==> src/rtl/bus_capture_fifo_24bit.sv <==
// rtl/bus_capture_fifo_24bit.sv - bus word capture FIFO with valid/ready output and overflow flag
module bus_capture_fifo_24bit #(
    parameter int WIDTH = 24,
    parameter int DEPTH = 4
) (
    input  logic                       clk_i,
    input  logic                       rst_i,
    input  logic                       bus_en_i,
    input  logic [WIDTH-1:0]           in_d,
    input  logic                       flush_i,
    output logic [WIDTH-1:0]           out_q,
    output logic                       out_valid_o,
    input  logic                       out_ready_i,
    output logic [$clog2(DEPTH+1)-1:0] count_o,
    output logic                       full_o,
    output logic                       overflow_o
);

    localparam int PW = (DEPTH > 1) ? $clog2(DEPTH) : 1;
    localparam int CW = $clog2(DEPTH + 1);
    localparam logic [CW-1:0] DEPTH_C = CW'(DEPTH);
    localparam logic [CW-1:0] ONE_C   = CW'(1);

    logic [WIDTH-1:0] r_mem [DEPTH];
    logic [PW-1:0]    r_rd_ptr;
    logic [PW-1:0]    r_wr_ptr;
    logic [CW-1:0]    r_count;
    logic             r_overflow;

    logic w_valid;
    logic w_full;
    logic w_pop;
    logic w_push;
    logic w_drop;

    // Handshake decode; a full FIFO still takes a word when the head leaves in the same cycle
    always_comb begin
        w_valid = (r_count != '0);
        w_full  = (r_count == DEPTH_C);
        w_pop   = w_valid & out_ready_i;
        w_push  = bus_en_i & (~w_full | w_pop);
        w_drop  = bus_en_i & ~w_push;
    end

    // Storage array; written only on an accepted push, flush discards the bus word
    always_ff @(posedge clk_i) begin
        if (!rst_i && !flush_i && w_push) begin
            r_mem[r_wr_ptr] <= in_d;
        end
    end

    // Pointer, occupancy and sticky overflow state; reset beats flush beats push/pop
    always_ff @(posedge clk_i) begin
        if (rst_i || flush_i) begin
            r_rd_ptr   <= '0;
            r_wr_ptr   <= '0;
            r_count    <= '0;
            r_overflow <= 1'b0;
        end else begin
            if (w_push) begin
                r_wr_ptr <= r_wr_ptr + 1'b1;
            end
            if (w_pop) begin
                r_rd_ptr <= r_rd_ptr + 1'b1;
            end
            if (w_push && !w_pop) begin
                r_count <= r_count + ONE_C;
            end else if (w_pop && !w_push) begin
                r_count <= r_count - ONE_C;
            end
            if (w_drop) begin
                r_overflow <= 1'b1;
            end
        end
    end

    // Outputs come from registered state only, head word gated to zero when empty
    always_comb begin
        out_valid_o = w_valid;
        out_q       = w_valid ? r_mem[r_rd_ptr] : '0;
        count_o     = r_count;
        full_o      = w_full;
        overflow_o  = r_overflow;
    end

endmodule

==> config.mk <==
export PLATFORM = sky130hd
export DESIGN_NAME = bus_capture_fifo_24bit
export DESIGN_NICKNAME = d
export VERILOG_FILES = /design/src/rtl/bus_capture_fifo_24bit.sv
export SDC_FILE = /design/constraint.sdc
export NUM_CORES = 1
export LEC_CHECK = 0
export ABC_AREA = 1
export CAP_MARGIN = 30
export CORE_UTILIZATION = 49
export DETAILED_ROUTE_END_ITERATION = 10
export PLACE_DENSITY = 0.8
export SYNTH_ARGS = -nofsm -noshare
export SYNTH_HDL_FRONTEND = slang
export SYNTH_SLANG_ARGS = --single-unit
export TNS_END_PERCENT = 50
==> constraint.sdc <==
create_clock -name clk_i -period 2.2 [get_ports clk_i]
set_input_delay 0.44 -clock clk_i [delete_from_list [all_inputs] [get_ports clk_i]]
set_output_delay 0.44 -clock clk_i [all_outputs]
set_load 0.005 [all_outputs]
== Word-level counts from Yosys, hierarchy flattened ==
Memories as Yosys holds them, arrays and structs flattened. A register that Yosys moved wholly into a read port is not among the register bits.
Cells that the tools add are included.
Word-level totals
  output and inout port bits: 30
  logic and storage cells: 34
  memory bits (writable): 96
  flip-flop bits (word level): 8
  input port bits: 29
  memories: 1
Memory list
  r_mem: words 4, width 24, read ports 1, clocked after Yosys merged registers in 1, wr ports 1, RTL line 24  | logic [WIDTH-1:0] r_mem [DEPTH];
Cells by class
  bitwise gates (word level): 6
  reductions and logical operators: 11
  eq/ne operators: 1
  add/subtract/negate cells: 4
  muxes and demuxes: 7
Operators by type and width (count)
  $mux W24: 1
  $mux W3: 2
  $add A2 B1 Y2 const B: 2
  $logic_and A1 B1 Y1: 4
  $logic_not A1 Y1: 4
  $mux W2: 2
  $add A3 B1 Y3 const B: 1
  $and A1 B1 Y1: 3
  $eq A3 B3 Y1 const B: 1
  $reduce_bool A3 Y1: 1
  $sub A3 B1 Y3 const B: 1
  $mux W1: 2
  $not A1 Y1: 2
  $reduce_bool A2 Y1: 1
  $logic_or A1 B1 Y1: 1
  $or A1 B1 Y1: 1

== Depth between registers and ports, before layout ==
  depth in word-level cells: 8
  gate-level depth with buffers: 13
  mapped depth without buffers: 13

== Least setup slack after synthesis ==
OpenSTA, ideal clock, no wires.
  path kind: flip-flop to flip-flop
  start: register r_count[0] (netlist: count_o[0])
  end: memory r_mem[1][0] (enable)
  buffers on the path: 0
  required time: 1.795 ns
  arrival: 1.892 ns
  cell stages (with the launch flop): 7
  setup slack: -0.097 ns
  path through: dfxtp_1 > nor2_1 > nand3_1 > nand2_1 > inv_1 > nand2_1 > nor2_1
On the way
  longest elaborated chain between the ends: 7
  elaborated cells between the ends (all ways): 9
Ends and longest elaborated chain
  from (decl): RTL line 27  | logic [CW-1:0] r_count;
  from (signal assigned): RTL line 67  | r_count <= r_count + ONE_C;
  from (signal assigned): RTL line 69  | r_count <= r_count - ONE_C;
  $reduce_bool A3 Y1 or $eq A3 B3 Y1 (tied branches): RTL line 38, 39
  $and A1 B1 Y1 or $not A1 Y1 (tied branches): RTL line 40, 41
  $or A1 B1 Y1 (*): RTL line 41  | w_push = bus_en_i & (~w_full | w_pop);
  $and A1 B1 Y1 (*): RTL line 41
  net w_push: RTL line 33  | logic w_push;
  $logic_and A1 B1 Y1 (*): RTL line 47  | if (!rst_i && !flush_i && w_push) begin
  $mux W1 (*): RTL line 47
  $mux W1 (not written as such) (*): RTL line 48  | r_mem[r_wr_ptr] <= in_d;
  to (decl): RTL line 24
Mark *: on every way through the listed nets, which the timed path passes. The rest lies on a longest branch.

==> results.toml <==
[outcome]
status = "completed"

[synthesis]
synthDistinctLibCells = 20
syn_inst = 361
yosys-top-cells-area = "edfxtp_1 (68%), nor2_1 (9.5%), dfxtp_1 (4.7%)"
yosys.area.top_type = "edfxtp_1"
synth-seq-cells = 106
synth.top_cell.area_share = 0.678
syn_avg_cell_area_um2 = 11.8
syn_nets = 396
ys_seq_area_frac = 0.726
synth.yosys.warnings = 0
netlist_area_um2 = 4250

[job]
drv_cap = 0

[finish]
fillCellCount = 630
layout-drive-gt1-share = 0.140
stdcell_area_um2 = 5360
areaGrowthSynthToFinish_pct = 26.2
n_antenna_cell = 0
final_nets = 479
finish.utilization = 0.646

[sta]
setup-violations-final = 0
max_freq_mhz = 470
clock_skew_ns = 0.0120
hold_viol_final = 0
slew_viol_final = 0
worst_pin_slew_ns = 0.245
fin_crit_ns = 2.13
fin_tns_setup_ns = 0
rsz0062_at_grt = "true"
relSlewSlack = 0.836
finalCritPeriodShare = 0.966

[global_routing]
antenna_found_initial = 0
grt_remaining_overflow = 0
grt_pass1_wl_mm = 13.9
grt_pass1_vias = 2928
grt_max_degree = 25
track_usage = 0.210

[worst_hold_path]
min_path_type = "flip-flop to flip-flop"
min_from = "overflow_o"

[placement]
io_buffers = 58
gp_congestion = 0.849
dpl-instance-area_um2 = 5100
place_hpwl_mm = 5.44

[setup_path]
cpPeakStageDelay_ns = 0.41
cp-end-kind = "output port"
crit_buf_inv = 3
worstPathCellList = "buf_4, buf_12, nor2_1, nor2_1, o21ai_1, a21oi_1, clkdlybuf4s15_1"
critPathMaxFanout = 16
crit_type = "flip-flop to output port"
worst_path_most_repeated_cell = "nor2_1"
crit-reg2reg-launch = "count_o[1]"
required_ns = 1.76
start_kind = "flip-flop"
arrival_ns = 1.69
critPathTopFamily = "buffers and inverters"
cp_slowest_cell = "dfxtp_4"

[route]
detail_route.vias_per_cell = 5.19
vias = 2878
drtPass1Iterations = 4
drc = 0
wire_per_inst_um = 15.7
ant_nets = 0
drtIter0Drc = 185
wl_mm = 8.69

[floorplanning]
die_h_um = 95.1
die_width_um = 95.1
die-area_um2 = 9050
num_rows = 33
num_io_pins = 59
start_util = 0.512
core-area_um2 = 8300

[power]
total_power_w = 0.00379
p_per_area_nw_per_um2 = 706
p_leak_nw = 1.99
irDropWorstVdd_v = 0.000424

[clocking]
cts_tree = "built"
hold_buffers = 0
root_buffer = "clkbuf_8"
numCtsBuffers = 9
clock_latency_ns = 0.36
cts.path.max_buffers = 2
htreeDepth = 3
cts_sinks = 106
clkTransAtPathRegs_ns = 0.09
synth_stat cells:
| master | count |
|---|---|
| nor2_1 | 107 |
| edfxtp_1 | 96 |
| a21oi_1 | 31 |
| o21ai_0 | 28 |
| o21ai_1 | 20 |
| inv_1 | 18 |
| nand2_1 | 17 |
| buf_2 | 11 |
| dfxtp_1 | 10 |
| nand3_1 | 6 |
| ha_1 | 5 |
| buf_6 | 2 |
| clkbuf_1 | 2 |
| inv_2 | 2 |
| buf_4 | 1 |
| clkbuf_2 | 1 |
| fa_1 | 1 |
| nand4_1 | 1 |
| nor3_1 | 1 |
| xor2_1 | 1 |
metal layers:
layer | GRT usage | wire (um) | part of all wire
met1 | 0.272 | 3750 | 0.43
met2 | 0.355 | 4450 | 0.51
met3 | 0.0470 | 407 | 0.047
met4 | 0.0581 | 84 | 0.0097
met5 | 0 | 0 | 0
logic make-up after synthesis:
family | after synthesis | share of synthesized area
and+or+nand+nor | 132 | 0.119
AOI/OAI and AO/OA | 79 | 0.0931
xor gates and xnor gates | 1 | 0.00206
adders and majority gates | 6 | 0.0194
DFF | 106 | 0.726
buffers and inverters | 37 | 0.0406
placed cells by master, fill, tap and decap left out, types with 2 or more instances in the layout:
master,netlist,layout
buf_4,1,22
nand3_1,6,6
o21ai_0,28,27
nor2_1,107,102
ha_1,5,5
inv_1,18,18
clkdlybuf4s15_1,0,4
o21ai_1,20,21
edfxtp_1,96,96
clkbuf_2,1,4
a21oi_1,31,30
clkbuf_8,0,9
clkinv_4,0,2
clkdlybuf4s50_1,0,34
nand2_1,17,16
dfxtp_1,10,6
nor2_2,0,5
buf_12,0,4
dfxtp_2,0,3
dlygate4sd2_1,0,16
inv_8,0,2
buf_6,2,3
flip-flops by register name (all words and copies together) (netlist names), named ones only:
| signal | flops |
|---|---|
| r_mem | 96 |
| overflow_o | 1 |
| r_wr_ptr | 2 |
| r_rd_ptr | 2 |
| count_o | 3 |
worst register-to-register path, stage by stage, from the launching register on:
cell and delay, ns:
dfxtp_2 0.36, nor2_2 0.19, nand2_2 0.13, buf_4 0.17, nand2_1 0.10, ha_1 0.17
inv_1 0.07, fa_1 0.39, inv_1 0.07, nand2_1 0.04, nand3_1 0.08, nand2_1 0.05
nand2_1 0.05, nor2_1 0.03
path summary, 6_finish.rpt:
check | slack (ns) | end | depth (start not counted)
max | 0.07 | out_q[12] | 7
min | 0.46 | overflow_o | 2
max reg2reg | 0.21 | count_o[2] | 13
min reg2reg | 0.46 | overflow_o | 2
timing repair:
action	in CTS	in global routing
setup endpoints to repair	24	7
gates cloned	1	0
buffers inserted	3	2
gates resized for setup	41	15
pin swaps	4	5
cell type report:
type / count / area (um^2) / area share
clock inverters: 7 / 53.8 / 0.0100
multi-input cells: 218 / 1010 / 0.189
well taps: 105 / 131 / 0.0245
clock buffers: 9 / 124 / 0.0231
flip-flops and latches: 106 / 3090 / 0.576
inverters: 20 / 85.1 / 0.0159
repair buffers: 89 / 867 / 0.162
power breakdown:
part           internal [W]  switching [W]  total, W
Clock              0.000422       0.000676   0.00110
Combinational      0.000217       0.000232  0.000449
Sequential          0.00222      0.0000161   0.00224
through the flow:
stage	hold WS [ns]	std cells	setup WS, ns
final	0.464	554	0.0742
after global routing	0.497	554	-0.0202
after CTS	0.463	552	0.0113
after detailed placement	0.449	532	-0.0373
after global placement	0.445	532	0.0251
after floorplan	0.447	361	-0.0972
(Power assumes the default switching activity.)
